--- config.mk ---
export PLATFORM = sky130hd
export DESIGN_NAME = sequence_tx
export DESIGN_NICKNAME = d
export VERILOG_FILES = /design/src/rtl/sequence_tx.sv
export SDC_FILE = /design/constraint.sdc
export NUM_CORES = 1
export LEC_CHECK = 0
export BUFFER_PORTS_ARGS = -buffer_cell sky130_fd_sc_hd__buf_2
export CAP_MARGIN = 20
export CORE_MARGIN = 3
export CORE_UTILIZATION = 54
export CTS_CLUSTER_SIZE = 8
export DETAILED_ROUTE_END_ITERATION = 8
export HOLD_SLACK_MARGIN = 0.1
export PLACE_DENSITY = 0.8
export SLEW_MARGIN = 5
export SYNTH_ARGS = -nofsm -noshare
export SYNTH_HDL_FRONTEND = slang
export SYNTH_SLANG_ARGS = --single-unit
export TNS_END_PERCENT = 10
--- constraint.sdc ---
create_clock -name clk -period 4 [get_ports clk]
set_clock_uncertainty 0.05 [all_clocks]
set_input_delay 0.4 -clock clk [delete_from_list [all_inputs] [get_ports clk]]
set_output_delay 0.4 -clock clk [all_outputs]
set_load 0.02 [all_outputs]
--- src/rtl/sequence_tx.sv ---
// QPSK reference-sequence generator for the inband TX path. Emits the
// co-coefficient symbol sequence as I/Q samples, one per TX strobe.
module sequence_tx #(
    parameter int MAX_LEN = 192,
    parameter int RPT_W   = 4
) (
    input  logic             clk,
    input  logic             reset,
    input  logic             txstrobe,
    input  logic [31:0]      co_0,
    input  logic [31:0]      co_1,
    input  logic [31:0]      co_2,
    input  logic [31:0]      co_3,
    input  logic [31:0]      co_4,
    input  logic [31:0]      co_5,
    input  logic [31:0]      co_6,
    input  logic [31:0]      co_7,
    input  logic [31:0]      co_8,
    input  logic [31:0]      co_9,
    input  logic [31:0]      co_10,
    input  logic [31:0]      co_11,
    input  logic [7:0]       co_length,
    input  logic             co_valid,
    input  logic [15:0]      amplitude,
    input  logic [RPT_W-1:0] n_repeat,
    input  logic             start,
    input  logic             abort,
    input  logic             ack,
    output logic [15:0]      tx_i,
    output logic [15:0]      tx_q,
    output logic             tx_valid,
    output logic             busy,
    output logic             done,
    output logic             start_err,
    output logic [15:0]      debugbus
);

    typedef enum logic [1:0] {
        S_IDLE = 2'd0,
        S_LOAD = 2'd1,
        S_SEND = 2'd2,
        S_DONE = 2'd3
    } state_t;

    state_t           state_q, state_d;
    logic [383:0]     co_snap_q, co_snap_d;
    logic [7:0]       len_q, len_d;
    logic [14:0]      amp_q, amp_d;
    logic [7:0]       sym_idx_q, sym_idx_d;
    logic [RPT_W-1:0] rep_cnt_q, rep_cnt_d;
    logic [15:0]      tx_i_q, tx_i_d;
    logic [15:0]      tx_q_q, tx_q_d;
    logic             tx_valid_q, tx_valid_d;
    logic             busy_q, busy_d;
    logic             done_q, done_d;
    logic             start_err_q, start_err_d;

    logic [383:0]     co_in;
    logic [1:0]       sym_arr [MAX_LEN];
    logic [1:0]       sym_cur;
    logic [15:0]      pos_a, neg_a, map_i, map_q;
    logic             len_ok;
    logic             unused_amp_msb;

    assign co_in = {co_11, co_10, co_9, co_8, co_7, co_6,
                    co_5, co_4, co_3, co_2, co_1, co_0};
    assign unused_amp_msb = amplitude[15];

    // Symbol k is {co[2k], co[2k+1]} with the even bit as MSB.
    for (genvar gi = 0; gi < MAX_LEN; gi++) begin : g_sym
        assign sym_arr[gi] = {co_snap_q[2*gi], co_snap_q[2*gi+1]};
    end

    assign sym_cur = sym_arr[sym_idx_q];
    assign pos_a   = {1'b0, amp_q};
    assign neg_a   = ~pos_a + 16'd1;
    assign map_i   = sym_cur[1] ? neg_a : pos_a;
    assign map_q   = (sym_cur[1] ^ sym_cur[0]) ? neg_a : pos_a;
    assign len_ok  = (co_length != 8'd0) && (int'(co_length) <= MAX_LEN);

    always_comb begin
        state_d     = state_q;
        co_snap_d   = co_snap_q;
        len_d       = len_q;
        amp_d       = amp_q;
        sym_idx_d   = sym_idx_q;
        rep_cnt_d   = rep_cnt_q;
        tx_i_d      = tx_i_q;
        tx_q_d      = tx_q_q;
        tx_valid_d  = 1'b0;
        done_d      = done_q;
        start_err_d = 1'b0;

        case (state_q)
            S_IDLE: begin
                if (txstrobe) begin
                    tx_i_d     = 16'd0;
                    tx_q_d     = 16'd0;
                    tx_valid_d = 1'b1;
                end
                if (start) begin
                    if (co_valid && len_ok) state_d = S_LOAD;
                    else                    start_err_d = 1'b1;
                end
            end
            S_LOAD: begin
                // Outside SEND the stream stays continuous with zero samples.
                tx_valid_d = txstrobe;
                if (txstrobe || abort) begin
                    tx_i_d = 16'd0;
                    tx_q_d = 16'd0;
                end
                if (abort) begin
                    state_d = S_IDLE;
                end else begin
                    co_snap_d = co_in;
                    len_d     = co_length;
                    amp_d     = amplitude[14:0];
                    sym_idx_d = co_length - 8'd1;
                    rep_cnt_d = n_repeat;
                    state_d   = S_SEND;
                end
            end
            S_SEND: begin
                if (abort) begin
                    state_d    = S_IDLE;
                    tx_i_d     = 16'd0;
                    tx_q_d     = 16'd0;
                    tx_valid_d = txstrobe;
                end else if (txstrobe) begin
                    tx_i_d     = map_i;
                    tx_q_d     = map_q;
                    tx_valid_d = 1'b1;
                    if (sym_idx_q == 8'd0) begin
                        if (rep_cnt_q != '0) begin
                            rep_cnt_d = rep_cnt_q - RPT_W'(1);
                            sym_idx_d = len_q - 8'd1;
                        end else begin
                            state_d = S_DONE;
                            done_d  = 1'b1;
                        end
                    end else begin
                        sym_idx_d = sym_idx_q - 8'd1;
                    end
                end
            end
            S_DONE: begin
                if (txstrobe) begin
                    tx_i_d     = 16'd0;
                    tx_q_d     = 16'd0;
                    tx_valid_d = 1'b1;
                end
                // start is deliberately not looked at here, even alongside ack.
                if (ack) begin
                    done_d  = 1'b0;
                    state_d = S_IDLE;
                end
            end
            default: state_d = S_IDLE;
        endcase

        busy_d = (state_d == S_LOAD) || (state_d == S_SEND);
    end

    always_ff @(posedge clk) begin
        if (reset) begin
            state_q     <= S_IDLE;
            co_snap_q   <= '0;
            len_q       <= '0;
            amp_q       <= '0;
            sym_idx_q   <= '0;
            rep_cnt_q   <= '0;
            tx_i_q      <= '0;
            tx_q_q      <= '0;
            tx_valid_q  <= 1'b0;
            busy_q      <= 1'b0;
            done_q      <= 1'b0;
            start_err_q <= 1'b0;
        end else begin
            state_q     <= state_d;
            co_snap_q   <= co_snap_d;
            len_q       <= len_d;
            amp_q       <= amp_d;
            sym_idx_q   <= sym_idx_d;
            rep_cnt_q   <= rep_cnt_d;
            tx_i_q      <= tx_i_d;
            tx_q_q      <= tx_q_d;
            tx_valid_q  <= tx_valid_d;
            busy_q      <= busy_d;
            done_q      <= done_d;
            start_err_q <= start_err_d;
        end
    end

    assign tx_i      = tx_i_q;
    assign tx_q      = tx_q_q;
    assign tx_valid  = tx_valid_q;
    assign busy      = busy_q;
    assign done      = done_q;
    assign start_err = start_err_q;
    assign debugbus  = {state_q, busy_q, done_q, tx_valid_q, co_valid,
                        rep_cnt_q[1:0], sym_idx_q};

endmodule

==> key figures, run 1 <==
Status
  – Status: stopped before the end
  – Fail Step: global routing (5_1_grt)
  – Tool Error: [ERROR GRT-0116] Global routing finished with congestion. Check the congestion regions in the DRC Viewer.

Synth
  – Synth cell types: 69
  – Seq/Total Area, Yosys: 45.0%
  – Area leader, netlist: dfxtp_1
  – Mapped cell area: 20300 um^2
  – Gate Count Post-Synth: 2481
  – Ranking of synthesized cells by area: dfxtp_1 45%, nand2_1 16%, a21oi_1 11%, mux4_2 8.1%, mux2i_1 3.4%
  – Post-synth EDFFs: 0
  – Synth top area share: 45.0%
  – Post-synth net total: 2908
  – Synth warn: 0
  – Mean Syn Cell Area: 8.18 um^2
  – FF+latch count, synth: 456
  – Asr flop ratio synth: 0%
  – Predominant post-synthesis flop cell: dfxtp_1

Floorplan
  – Die width: 200 um
  – Die H: 200 um
  – Row cnt: 70
  – Initial Util: 55.2%
  – IO Pins: 471

Global routing
  – Vias in the first global route: 24943
  – Largest net degree at the start of global routing: 254
  – First-pass GRT wire length: 137000 um
  – Overflow after GRT: 2
  – Gr usage total: 45.7%

Place
  – Routability cong.: 0.926
  – DP HPWL: 43800 um
  – IO Port Bufs: 469

Clocking
  – Num CTS Buffers: 66
  – CTS Sinks: 456
  – Root buf cell: clkbuf_16
  – # Post-CTS Setup Buffers: 0
  – Clock buffer depth: 3
  – Number of H-tree levels: 3
[routing by layer]
layer	track usage (%)	GRT overflow
met3	22.8	0
met4	38.0	1
met2	67.5	1
met1	49.0	0
met5	1.43	0
[kinds of logic after synthesis]
group | count (synthesis) | share of synthesized area [%]
DFF | 456 | 45.0
xor gates and xnor gates | 22 | 0.987
and+or+nand+nor | 1052 | 21.0
muxes | 144 | 11.7
buffers and inverters | 226 | 5.07
AOI/OAI and AO/OA | 573 | 15.8
adders and majority gates | 8 | 0.493
[cells in the mapped netlist (3+ instances only)]
library cell and n:
a2111o_1 12, a211oi_1 7, a21oi_1 451, a221o_1 4, a221oi_1 3, a22o_1 3, a22oi_1 24, a311oi_1 4
a31oi_1 3, a32oi_1 4, and2_1 15, buf_1 8, buf_2 17, buf_4 19, buf_6 7, clkbuf_1 159
dfxtp_1 456, ha_1 8, inv_1 12, mux2i_1 69, mux4_2 73, nand2_1 879, nand2b_1 4, nand3_1 21
nand3b_1 5, nand4_1 5, nor2_1 54, nor2b_1 14, nor3_1 11, nor4_1 3, nor4b_1 9, o2111ai_1 3
o21ai_0 25, o22ai_1 11, or3_1 17, xnor2_1 6, xor2_1 15
[through the flow]
step	util, %	hold WS, ns	std cells	cell area (um^2)	setup WS [ns]
CTS	77.6	0.145	3726	28600	0.148
detailed placement	61.7	0.392	3241	22700	0.191
floorplan	-	0.382	2481	20300	0.845
global placement	61.7	0.383	3241	22700	0.196
[repair_timing]
action	in CTS
setup endpoints to repair	0
gates resized for setup	0
hold buffers	411
endpoints found under the hold margin	410
==> run 2: changes to the inputs <==
--- a/config.mk
+++ b/config.mk
@@ -8,11 +8,9 @@
 export BUFFER_PORTS_ARGS = -buffer_cell sky130_fd_sc_hd__buf_2
 export CAP_MARGIN = 20
 export CORE_MARGIN = 3
-export CORE_UTILIZATION = 54
-export CTS_CLUSTER_SIZE = 8
+export CORE_UTILIZATION = 40
 export DETAILED_ROUTE_END_ITERATION = 8
-export HOLD_SLACK_MARGIN = 0.1
-export PLACE_DENSITY = 0.8
+export PLACE_DENSITY_LB_ADDON = 0.15
 export SLEW_MARGIN = 5
 export SYNTH_ARGS = -nofsm -noshare
 export SYNTH_HDL_FRONTEND = slang
==> key figures, run 2 <==
Synth
  – Synth top area share: 45.0% (unchanged)
  – Asr flop ratio synth: 0% (unchanged)
  – Seq/Total Area, Yosys: 45.0% (unchanged)
  – Synth warn: 0 (unchanged)
  – Mapped cell area: 20300 um^2 (unchanged)
  – Post-synth net total: 2908 (unchanged)
  – Commonest cells post-synth: 879 x nand2_1, 456 x dfxtp_1, 451 x a21oi_1, 159 x clkbuf_1, 73 x mux4_2
  – Area leader, netlist: dfxtp_1
  – Ranking of synthesized cells by area: dfxtp_1 45%, nand2_1 16%, a21oi_1 11%, mux4_2 8.1%, mux2i_1 3.4%
  – FF+latch count, synth: 456 (unchanged)
  – Predominant post-synthesis flop cell: dfxtp_1
  – Mean Syn Cell Area: 8.18 um^2 (unchanged)
  – Cell with the most instances after synthesis: nand2_1
  – Synth cell types: 69 (unchanged)
  – Gate Count Post-Synth: 2481 (unchanged)
  – Post-synth EDFFs: 0 (unchanged)

Route
  – Vias: 19731
  – Initial drt markers: 1563
  – Residual DRC: 0
  – Routed len/inst: 18.5 um
  – DRT Pass-1 Iters: 5
  – Avg Vias per Cell: 5.25
  – Total Wirelength: 69400 um
  – Post-route ant nets: 0

Job
  – Max Cap Viol: 0

Power
  – Leakage: 10.1 nW
  – VDD IR max: 0.313 mV
  – Power per cell area: 476 nW/um^2

Floorplan
  – Die H: 231 um (+16%)
  – IO Pins: 471 (unchanged)
  – Die width: 231 um (+16%)
  – Row cnt: 81 (+16%)
  – Core area: 49600 um^2
  – Initial Util: 40.9% (-14 points)
  – DIE AREA: 53500 um^2

Clocking
  – Number of H-tree levels: 2 (-1)
  – # Post-CTS Setup Buffers: 0 (unchanged)
  – Num CTS Buffers: 49 (-26%)
  – CTS tree: built
  – Clock-pin slew on the worst setup and hold paths: 0.06 ns
  – Root buf cell: clkbuf_16
  – Clock buffer depth: 3 (unchanged)
  – CTS Sinks: 456 (unchanged)
  – Clk_lat worst skew: 0.59 ns

Global routing
  – Met3 GRT Util: 3.47%
  – Initial antenna violation count: 2
  – Overflow after GRT: 0
  – Gr usage total: 25.1%
  – GR Layer Usage met1: 35.1%
  – Met2 GRT Util: 40.1%
  – Vias in the first global route: 19165
  – First-pass GRT wire length: 107000 um
  – Largest net degree at the start of global routing: 229
  – Gr busiest metal: met2

Place
  – IO Port Bufs: 469 (unchanged)
  – DP HPWL: 48100 um (+9.7%)
  – Routability cong.: 0.833 (-10%)

Cells and area
  – Antenna diodes: 0
  – Max FFs per register: 384
  – Top reg by flops: co_snap_q
  – Sequential Area: 9140 um^2
  – Ratio of cells with drive above 1 in the final layout: 22.3%
  – Area of the multi-input gates: 10200 um^2
  – P&R area growth vs syn: 32.7%
  – Nets@finish: 3488
  – Fill cell count: 4617
  – Most frequent cells in the layout: 879 x nand2_1, 468 x buf_2, 452 x dfxtp_1, 451 x a21oi_1, 222 x dlygate4sd3_1
  – Most common cell after layout, fill and taps aside: nand2_1

Critical path
  – Setup crit start kind: flip-flop
  – Crit path buffers/inverters: 4
  – Worst setup EP type: flip-flop
  – Worst path max stage delay: 0.59 ns
  – Worst Path Required: 4.41 ns
  – Critical path arrival: 4.18 ns
  – Critical path class: flip-flop to flip-flop
  – Slowest CP cell: dfxtp_4
  – Cell family with the largest share of critical-path delay: compound AO/OA/AOI/OAI gates
  – Internal reg-to-reg setup slack: 0.22 ns
  – Critical path cell sequence: buf_12 -> buf_12 -> mux4_2 -> mux2i_1 -> buf_4 -> o221ai_1 -> a311oi_1 -> a31oi_2 -> xnor2_2 -> buf_4 -> mux2i_1 -> nor2_1 -> a2111o_1
  – Crit-path max FO: 19

Timing
  – Total negative slack: 0 ns
  – Achievable Freq: 265 MHz
  – Fin crit share: 94.5%
  – Min Tclk post-route: 3.78 ns
  – Worst slew pin tran: 1.18 ns
  – RSZ-0062 raised after global routing: false
  – Final Hold Fails: 0
  – Relative slew slack: 21.3%
  – Fin Hold WS: 0.0277 ns
  – Slew Viols, Final: 0
  – Final setup fails: 0

Status
  – Status: completed

Min path
  – Worst Hold Class: primary input to flip-flop
## run 2: worst register-to-register path, delay by kind of cell (launching register included)
kind	cells	cell delay (ns)
buffers and inverters	4	0.85
AND/OR/NAND/NOR	1	0.06
XOR/XNOR	1	0.19
AO/OA/AOI/OAI	4	1.02
multiplexers	3	0.89
flip-flops	1	0.59
## run 2: what timing repair did
| item | CTS | global route |
|---|---|---|
| endpoints found under the hold margin | 222 | 0 |
| hold buffers | 222 | 0 |
| setup endpoints to repair | 0 | 1 |
| gates resized for setup | 0 | 1 |
## run 2: final cells by class
class                           instances  area share (%)
Clock buffer                           76            5.52
Clock inverter                         10           0.678
Inverter                               12           0.167
Multi-Input combinational cell       1799            37.7
Sequential cell                       456            33.9
Tap cell                              664            3.08
Timing Repair Buffer                  743            18.9
## run 2: worst paths after layout
path,start,to,depth (start not counted)
worst max-delay path,sym_idx_q[0],tx_q[6],13
worst min-delay path,co_2[8],co_snap_q[72],3
worst max register to register,sym_idx_q[0],tx_q[6],13
worst min register to register,tx_i[8],tx_i[8],2
## run 2: power breakdown
part | total, mW | internal [mW] | switching (mW) | leakage (nW)
clock network | 4.71 | 2.86 | 1.85 | 0.823
logic | 2.90 | 1.18 | 1.73 | 5.61
registers | 5.20 | 4.92 | 0.280 | 3.70
total | 12.8 | 8.96 | 3.85 | 10.1
## run 2: layer usage
layer  share of wire [%]  vias to the layer above
met5               0.019                        -
met4                 2.9                        2
met3                 5.7                      109
met2                  46                      647
met1                  45                     9393
li1                    -                     9580
## run 2: cells by family (layout without fill, tap and decap cells)
kind of cell | Yosys count | count (layout) | share of synthesized area, %
xor gates and xnor gates | 22 | 22 | 0.987
buffers and inverters | 226 | 841 | 5.07
muxes | 144 | 144 | 11.7
adders and majority gates | 8 | 8 | 0.493
AOI/OAI and AO/OA | 573 | 573 | 15.8
and+or+nand+nor | 1052 | 1052 | 21.0
DFF | 456 | 456 | 45.0
## run 2: metrics by stage
| step | area [um^2] | instances | setup WS [ns] | total power [mW] | util (%) |
|---|---|---|---|---|---|
| CTS | 26900 | 3759 | 0.208 | 12.9 | 54.3 |
| detailed placement | 23000 | 3451 | 0.248 | 8.02 | 46.5 |
| finish | 26900 | 3760 | 0.221 | 12.8 | 54.3 |
| floorplan | 20300 | 2481 | 0.845 | 7.08 | - |
| global route | 26900 | 3760 | 0.0131 | 13.4 | 54.3 |
| global placement | 23000 | 3451 | 0.223 | 7.96 | 46.5 |
Power figures use the tool's default switching activity.
==> run 3: changes to the inputs <==
--- a/config.mk
+++ b/config.mk
@@ -10,6 +10,7 @@
 export CORE_MARGIN = 3
 export CORE_UTILIZATION = 40
 export DETAILED_ROUTE_END_ITERATION = 8
+export HOLD_SLACK_MARGIN = 0.12
 export PLACE_DENSITY_LB_ADDON = 0.15
 export SLEW_MARGIN = 5
 export SYNTH_ARGS = -nofsm -noshare
==> key figures, run 3 (synthesis gave the netlist of run 2 again) <==
Route
  – Post-route ant nets: 0 (unchanged)
  – Avg Vias per Cell: 5.26 (+0.31%)
  – DRT Pass-1 Iters: 7 (+2)
  – Total Wirelength: 74000 um (+6.6%)
  – Routed len/inst: 18.7 um (+1.5%)
  – Residual DRC: 0 (unchanged)
  – Vias: 20793 (+5.4%)
  – Initial drt markers: 1588 (+1.6%)

Clocking
  – Number of H-tree levels: 2 (unchanged)
  – Num CTS Buffers: 49 (unchanged)
  – Root buf cell: clkbuf_16
  – Clock-pin slew on the worst setup and hold paths: 0.06 ns (about the same)
  – # Post-CTS Setup Buffers: 0 (unchanged)
  – CTS Sinks: 456 (unchanged)
  – CTS tree: built
  – Clock buffer depth: 3 (unchanged)
  – Clk_lat worst skew: 0.59 ns (about the same)

Floorplan
  – Row cnt: 81 (unchanged)
  – Initial Util: 40.9% (unchanged)
  – Core area: 49600 um^2 (unchanged)
  – Die H: 231 um (unchanged)
  – IO Pins: 471 (unchanged)
  – DIE AREA: 53500 um^2 (unchanged)
  – Die width: 231 um (unchanged)

Global routing
  – Largest net degree at the start of global routing: 229 (unchanged)
  – Overflow after GRT: 0 (unchanged)
  – Initial antenna violation count: 4 (+2)
  – Gr usage total: 26.9% (+1.9 points)
  – Vias in the first global route: 20774 (+8.4%)
  – First-pass GRT wire length: 114000 um (+7.3%)

Critical path
  – Critical path cell sequence: buf_12 -> buf_12 -> mux4_2 -> mux2i_1 -> buf_4 -> o221ai_1 -> a311oi_1 -> a31oi_2 -> xnor2_2 -> buf_4 -> mux2i_1 -> nor2_1 -> a2111o_1
  – Setup crit start kind: flip-flop
  – Worst setup EP type: flip-flop
  – Critical path arrival: 4.22 ns (+0.04 ns)
  – Crit-path max FO: 19 (unchanged)
  – Internal reg-to-reg setup slack: 0.19 ns (-0.03 ns)
  – Worst path max stage delay: 0.59 ns (about the same)
  – Critical path class: flip-flop to flip-flop
  – Worst Path Required: 4.41 ns (about the same)
  – Slowest CP cell: dfxtp_4

Timing
  – RSZ-0062 raised after global routing: false
  – Worst slew pin tran: 1.19 ns (+0.00525 ns)
  – Achievable Freq: 262 MHz (-0.87%)
  – Relative slew slack: 21.0% (-0.35 points)
  – Final setup fails: 0 (unchanged)
  – Fin Hold WS: 0.148 ns (+0.120 ns)
  – Final Hold Fails: 0 (unchanged)
  – Slew Viols, Final: 0 (unchanged)
  – Fin crit share: 95.3% (+0.83 points)
  – Total negative slack: 0 ns (unchanged)
  – Min Tclk post-route: 3.81 ns (+0.0333 ns)

Cells and area
  – Most frequent cells in the layout: 879 x nand2_1, 468 x buf_2, 452 x dfxtp_1, 451 x a21oi_1, 409 x dlygate4sd3_1
  – Fill cell count: 4291 (-7.1%)
  – Most common cell after layout, fill and taps aside: nand2_1
  – Final Non-Filler Cells: 3950 (+5.1%)
  – P&R area growth vs syn: 42.0%
  – Top reg by flops: co_snap_q
  – Nets@finish: 3675 (+5.4%)
  – Ratio of cells with drive above 1 in the final layout: 21.0% (-1.3 points)
  – Max FFs per register: 384 (unchanged)

Place
  – IO Port Bufs: 469 (unchanged)
  – Routability cong.: 0.833 (unchanged)
  – DP HPWL: 48100 um (unchanged)
  – Post-placement cell count: 3451 (unchanged)

Power
  – Clock network power share: 36.3% (-0.5 points)
  – Sw Pwr: 3.91 mW (+1.6%)
  – Flop pwr share: 40.0% (-0.6 points)
  – VDD IR max: 0.317 mV (+1.4%)
  – Final Power: 13.0 mW (+1.4%)
  – Net Sw Frac: 30.1% (+0.050 points)
  – Combinational power share: 23.7% (+1.0 points)
  – Power per cell area: 451 nW/um^2 (-5.2%)
  – Internal power: 9.08 mW (+1.3%)
  – Leakage: 10.9 nW (+7.7%)

Status
  – Status: completed

Job
  – Max Cap Viol: 0 (unchanged)

Min path
  – Worst Hold Class: primary input to flip-flop
## run 3: changes by cell type in the layout (fill, tap and decap cells not counted), sizes merged
cell / delta
diode: +3
dlygate4sd3: +187
## run 3: worst paths after layout
kind,startpoint,end,depth (start not counted)
max,sym_idx_q[0],tx_q[4],13
min,reset,busy,2
max reg2reg,sym_idx_q[0],tx_q[4],13
min reg2reg,tx_i[8],tx_i[8],2
## run 3: what timing repair did
item	4_1_cts	5_1_grt
setup endpoints to repair	0	1
hold buffers	409	0
hold endpoints to repair	408	0
resized for setup	0	1
## run 3: layout make-up
cell class | instances | area (um^2) | area share [%]
Antenna cell | 3 | 7.51 | 0.0261
Clock buffer | 76 | 1490 | 5.16
Clock inverter | 10 | 183 | 0.634
Inverter | 12 | 45.0 | 0.156
Multi-Input combinational cell | 1799 | 10200 | 35.2
Sequential cell | 456 | 9140 | 31.7
Tap cell | 664 | 831 | 2.88
Timing Repair Buffer | 930 | 6970 | 24.2
## run 3: metal layers
metal / vias to the layer above / track usage [%] / wire length [um]
li1: 9952 / - / -
met1: 9853 / 36.0 / 32200
met2: 786 / 43.1 / 34200
met3: 200 / 4.11 / 4320
met4: 2 / 12.3 / 3270
met5: - / 0 / 13
## run 3: stage by stage
step | worst slack (ns) | cell area (um^2) | util (%)
after global routing | 0.0133 | 28800 | 58.1
after floorplan | 0.845 | 20300 | -
after CTS | 0.208 | 28800 | 58.1
after global placement | 0.223 | 23000 | 46.5
after detailed placement | 0.248 | 23000 | 46.5
final | 0.187 | 28800 | 58.1
## run 3: worst max-delay path, delay by kind of cell (launching register included)
kind	cells	cell delay, ns
AO/OA/AOI/OAI	4	1.02
XOR/XNOR	1	0.19
multiplexers	3	0.88
buffers and inverters	4	0.82
AND/OR/NAND/NOR	1	0.06
flip-flops	1	0.59
## run 3: power by group through the flow
stage / registers [mW] / logic, mW / clock network, mW
after floorplan: 5.18 / 1.91 / 0
after global placement: 5.29 / 2.68 / 0
after detailed placement: 5.30 / 2.71 / 0
after CTS: 5.21 / 3.04 / 4.81
after global routing: 5.25 / 3.35 / 4.98
final: 5.20 / 3.08 / 4.72
==> run 4: changes to the inputs <==
--- a/config.mk
+++ b/config.mk
@@ -12,6 +12,7 @@
 export DETAILED_ROUTE_END_ITERATION = 8
 export HOLD_SLACK_MARGIN = 0.12
 export PLACE_DENSITY_LB_ADDON = 0.15
+export REMOVE_ABC_BUFFERS = 1
 export SLEW_MARGIN = 5
 export SYNTH_ARGS = -nofsm -noshare
 export SYNTH_HDL_FRONTEND = slang
==> key figures, run 4 (synthesis gave the netlist of run 2 again) <==
Clocking
  – Cts hold-fix bufs: 412 (+0.73%)
  – Clock buffer depth: 3 (unchanged)
  – Clk_lat worst skew: 0.58 ns (about the same)
  – Number of H-tree levels: 2 (unchanged)
  – CTS tree: built
  – CTS Sinks: 456 (unchanged)
  – Num CTS Buffers: 52 (+6.1%)
  – Resized cells post-CTS: 0 (unchanged)
  – # Post-CTS Setup Buffers: 0 (unchanged)
  – Root buf cell: clkbuf_16
  – Clock-pin slew on the worst setup and hold paths: 0.06 ns (about the same)

Power
  – Internal power: 9.08 mW (about the same)
  – Clock network power share: 36.3% (about the same)
  – VDD IR max: 0.339 mV (+7.0%)
  – Combinational power share: 23.5% (-0.2 points)
  – Sw Pwr: 3.87 mW (-1.0%)
  – Flop pwr share: 40.2% (+0.2 points)
  – Net Sw Frac: 29.9% (-0.21 points)
  – Leakage: 10.9 nW (about the same)
  – Power per cell area: 449 nW/um^2 (-0.47%)

Cells and area
  – Top reg by flops: co_snap_q
  – Cell area after layout: 28800 um^2 (+0.13%)
  – Most frequent cells in the layout: 879 x nand2_1, 468 x buf_2, 452 x dfxtp_1, 451 x a21oi_1, 412 x dlygate4sd3_1
  – Max FFs per register: 384 (unchanged)
  – Ratio of cells with drive above 1 in the final layout: 20.9% (-0.17 points)
  – Nets@finish: 3677 (+0.054%)
  – Most common cell after layout, fill and taps aside: nand2_1
  – P&R area growth vs syn: 42.2%

Global routing
  – GR Layer Usage met1: 32.2% (-3.8 points)
  – Initial antenna violation count: 4 (unchanged)
  – Largest net degree at the start of global routing: 230 (+0.44%)
  – Gr usage total: 26.3% (-0.64 points)
  – First-pass GRT wire length: 112000 um (-1.9%)
  – Met3 GRT Util: 3.88% (-0.22 points)
  – Vias in the first global route: 21059 (+1.4%)
  – Overflow after GRT: 0 (unchanged)
  – Met2 GRT Util: 44.3% (+1.2 points)
  – Gr busiest metal: met2

Floorplan
  – Core area: 49600 um^2 (unchanged)
  – Initial Util: 40.9% (unchanged)
  – Row cnt: 81 (unchanged)
  – DIE AREA: 53500 um^2 (unchanged)
  – IO Pins: 471 (unchanged)
  – Die H: 231 um (unchanged)
  – Die width: 231 um (unchanged)

Route
  – Residual DRC: 0 (unchanged)
  – Post-route ant nets: 0 (unchanged)
  – Avg Vias per Cell: 5.26 (about the same)
  – DRT Pass-1 Iters: 6 (-1)
  – Routed len/inst: 18.2 um (-3.0%)
  – Initial drt markers: 1778 (+12%)
  – Total Wirelength: 71900 um (-2.9%)
  – Vias: 20810 (+0.082%)

Timing
  – Worst setup margin: 0.301 ns (+0.114 ns)
  – Fin crit share: 92.5% (-2.8 points)
  – Slew Viols, Final: 0 (unchanged)
  – Relative slew slack: 28.3% (+7.3 points)
  – Achievable Freq: 270 MHz (+3.1%)
  – Min Tclk post-route: 3.70 ns (-0.114 ns)
  – RSZ-0062 raised after global routing: false
  – Final Hold Fails: 0 (unchanged)
  – Worst slew pin tran: 1.08 ns (-0.110 ns)
  – Final setup fails: 0 (unchanged)

Place
  – DP Area: 23000 um^2 (about the same)
  – IO Port Bufs: 469 (unchanged)
  – Routability cong.: 0.859 (+3.2%)
  – Placement Setup Slack: 0.307 ns (+0.0597 ns)
  – DP HPWL: 46200 um (-4.0%)

Critical path
  – Worst setup EP type: flip-flop
  – Setup crit start kind: flip-flop
  – Critical path arrival: 4.11 ns (-0.11 ns)
  – Critical path class: flip-flop to flip-flop
  – Crit-path max FO: 21 (+2)
  – Worst Path Required: 4.41 ns (about the same)

Status
  – Status: completed

Min path
  – Worst Hold Class: primary input to flip-flop

Job
  – Max Cap Viol: 0 (unchanged)
run 4: cell types whose count changed in the layout (fill, tap and decap cells not counted), sizes merged:
cell,previous run,this run
clkinvlp,0,1
dlygate4sd3,409,412
inv,14,12
clkbuf,76,81
buf,521,517
clkinv,3,5
bufinv,5,3
run 4: area by class of cell:
class	instances	area (um^2)
Inverter	12	45.0
Sequential cell	456	9140
Clock inverter	9	123
Clock buffer	81	1560
Multi-Input combinational cell	1799	10200
Fill cell	4305	20700
Timing Repair Buffer	929	6990
Tap cell	664	831
Antenna cell	3	7.51
run 4: worst paths after layout:
check                from            end  slack [ns]  cells after the start
max          sym_idx_q[0]        tx_q[2]        0.30                     11
min reg2reg       tx_i[9]        tx_i[9]        0.40                      2
max reg2reg  sym_idx_q[0]        tx_q[2]        0.30                     11
min                 reset  co_snap_q[32]        0.15                      2
run 4: power groups by stage:
| stage | clock, mW | sequential, mW | combinational (mW) |
|---|---|---|---|
| CTS | 4.82 | 5.21 | 3.03 |
| finish | 4.71 | 5.20 | 3.04 |
| global route | 4.98 | 5.25 | 3.33 |
| floorplan | 0 | 5.32 | 1.88 |
| detailed placement | 0 | 5.30 | 2.71 |
| global placement | 0 | 5.28 | 2.66 |
run 4: worst max-delay path: stages, from the launching register on:
cell	delay, ns
dfxtp_4	0.56
buf_12	0.24
mux4_2	0.51
a221oi_1	0.43
nand2_1	0.17
a311oi_1	0.39
a31oi_2	0.16
xnor2_2	0.26
buf_12	0.20
mux2i_1	0.24
nor2_1	0.07
a2111o_1	0.30
run 4: through the flow:
step	TNS (ns)	std cells	hold slack, ns	util (%)	power [mW]
2_1_floorplan	-4329.68	2267	0.375	-	7.20
3_3_place_gp	0	3447	0.380	46.5	7.95
3_5_place_dp	0	3447	0.387	46.5	8.01
4_1_cts	0	3949	0.132	58.2	13.0
5_1_grt	0	3952	0.151	58.2	13.6
6_report	0	3953	0.151	58.2	13.0
run 4: routing by layer:
| metal | up-vias | share of wire (%) |
|---|---|---|
| li1 | 9966 | - |
| met1 | 9776 | 41 |
| met2 | 816 | 48 |
| met3 | 250 | 5.5 |
| met4 | 2 | 5.6 |
| met5 | - | 0.018 |
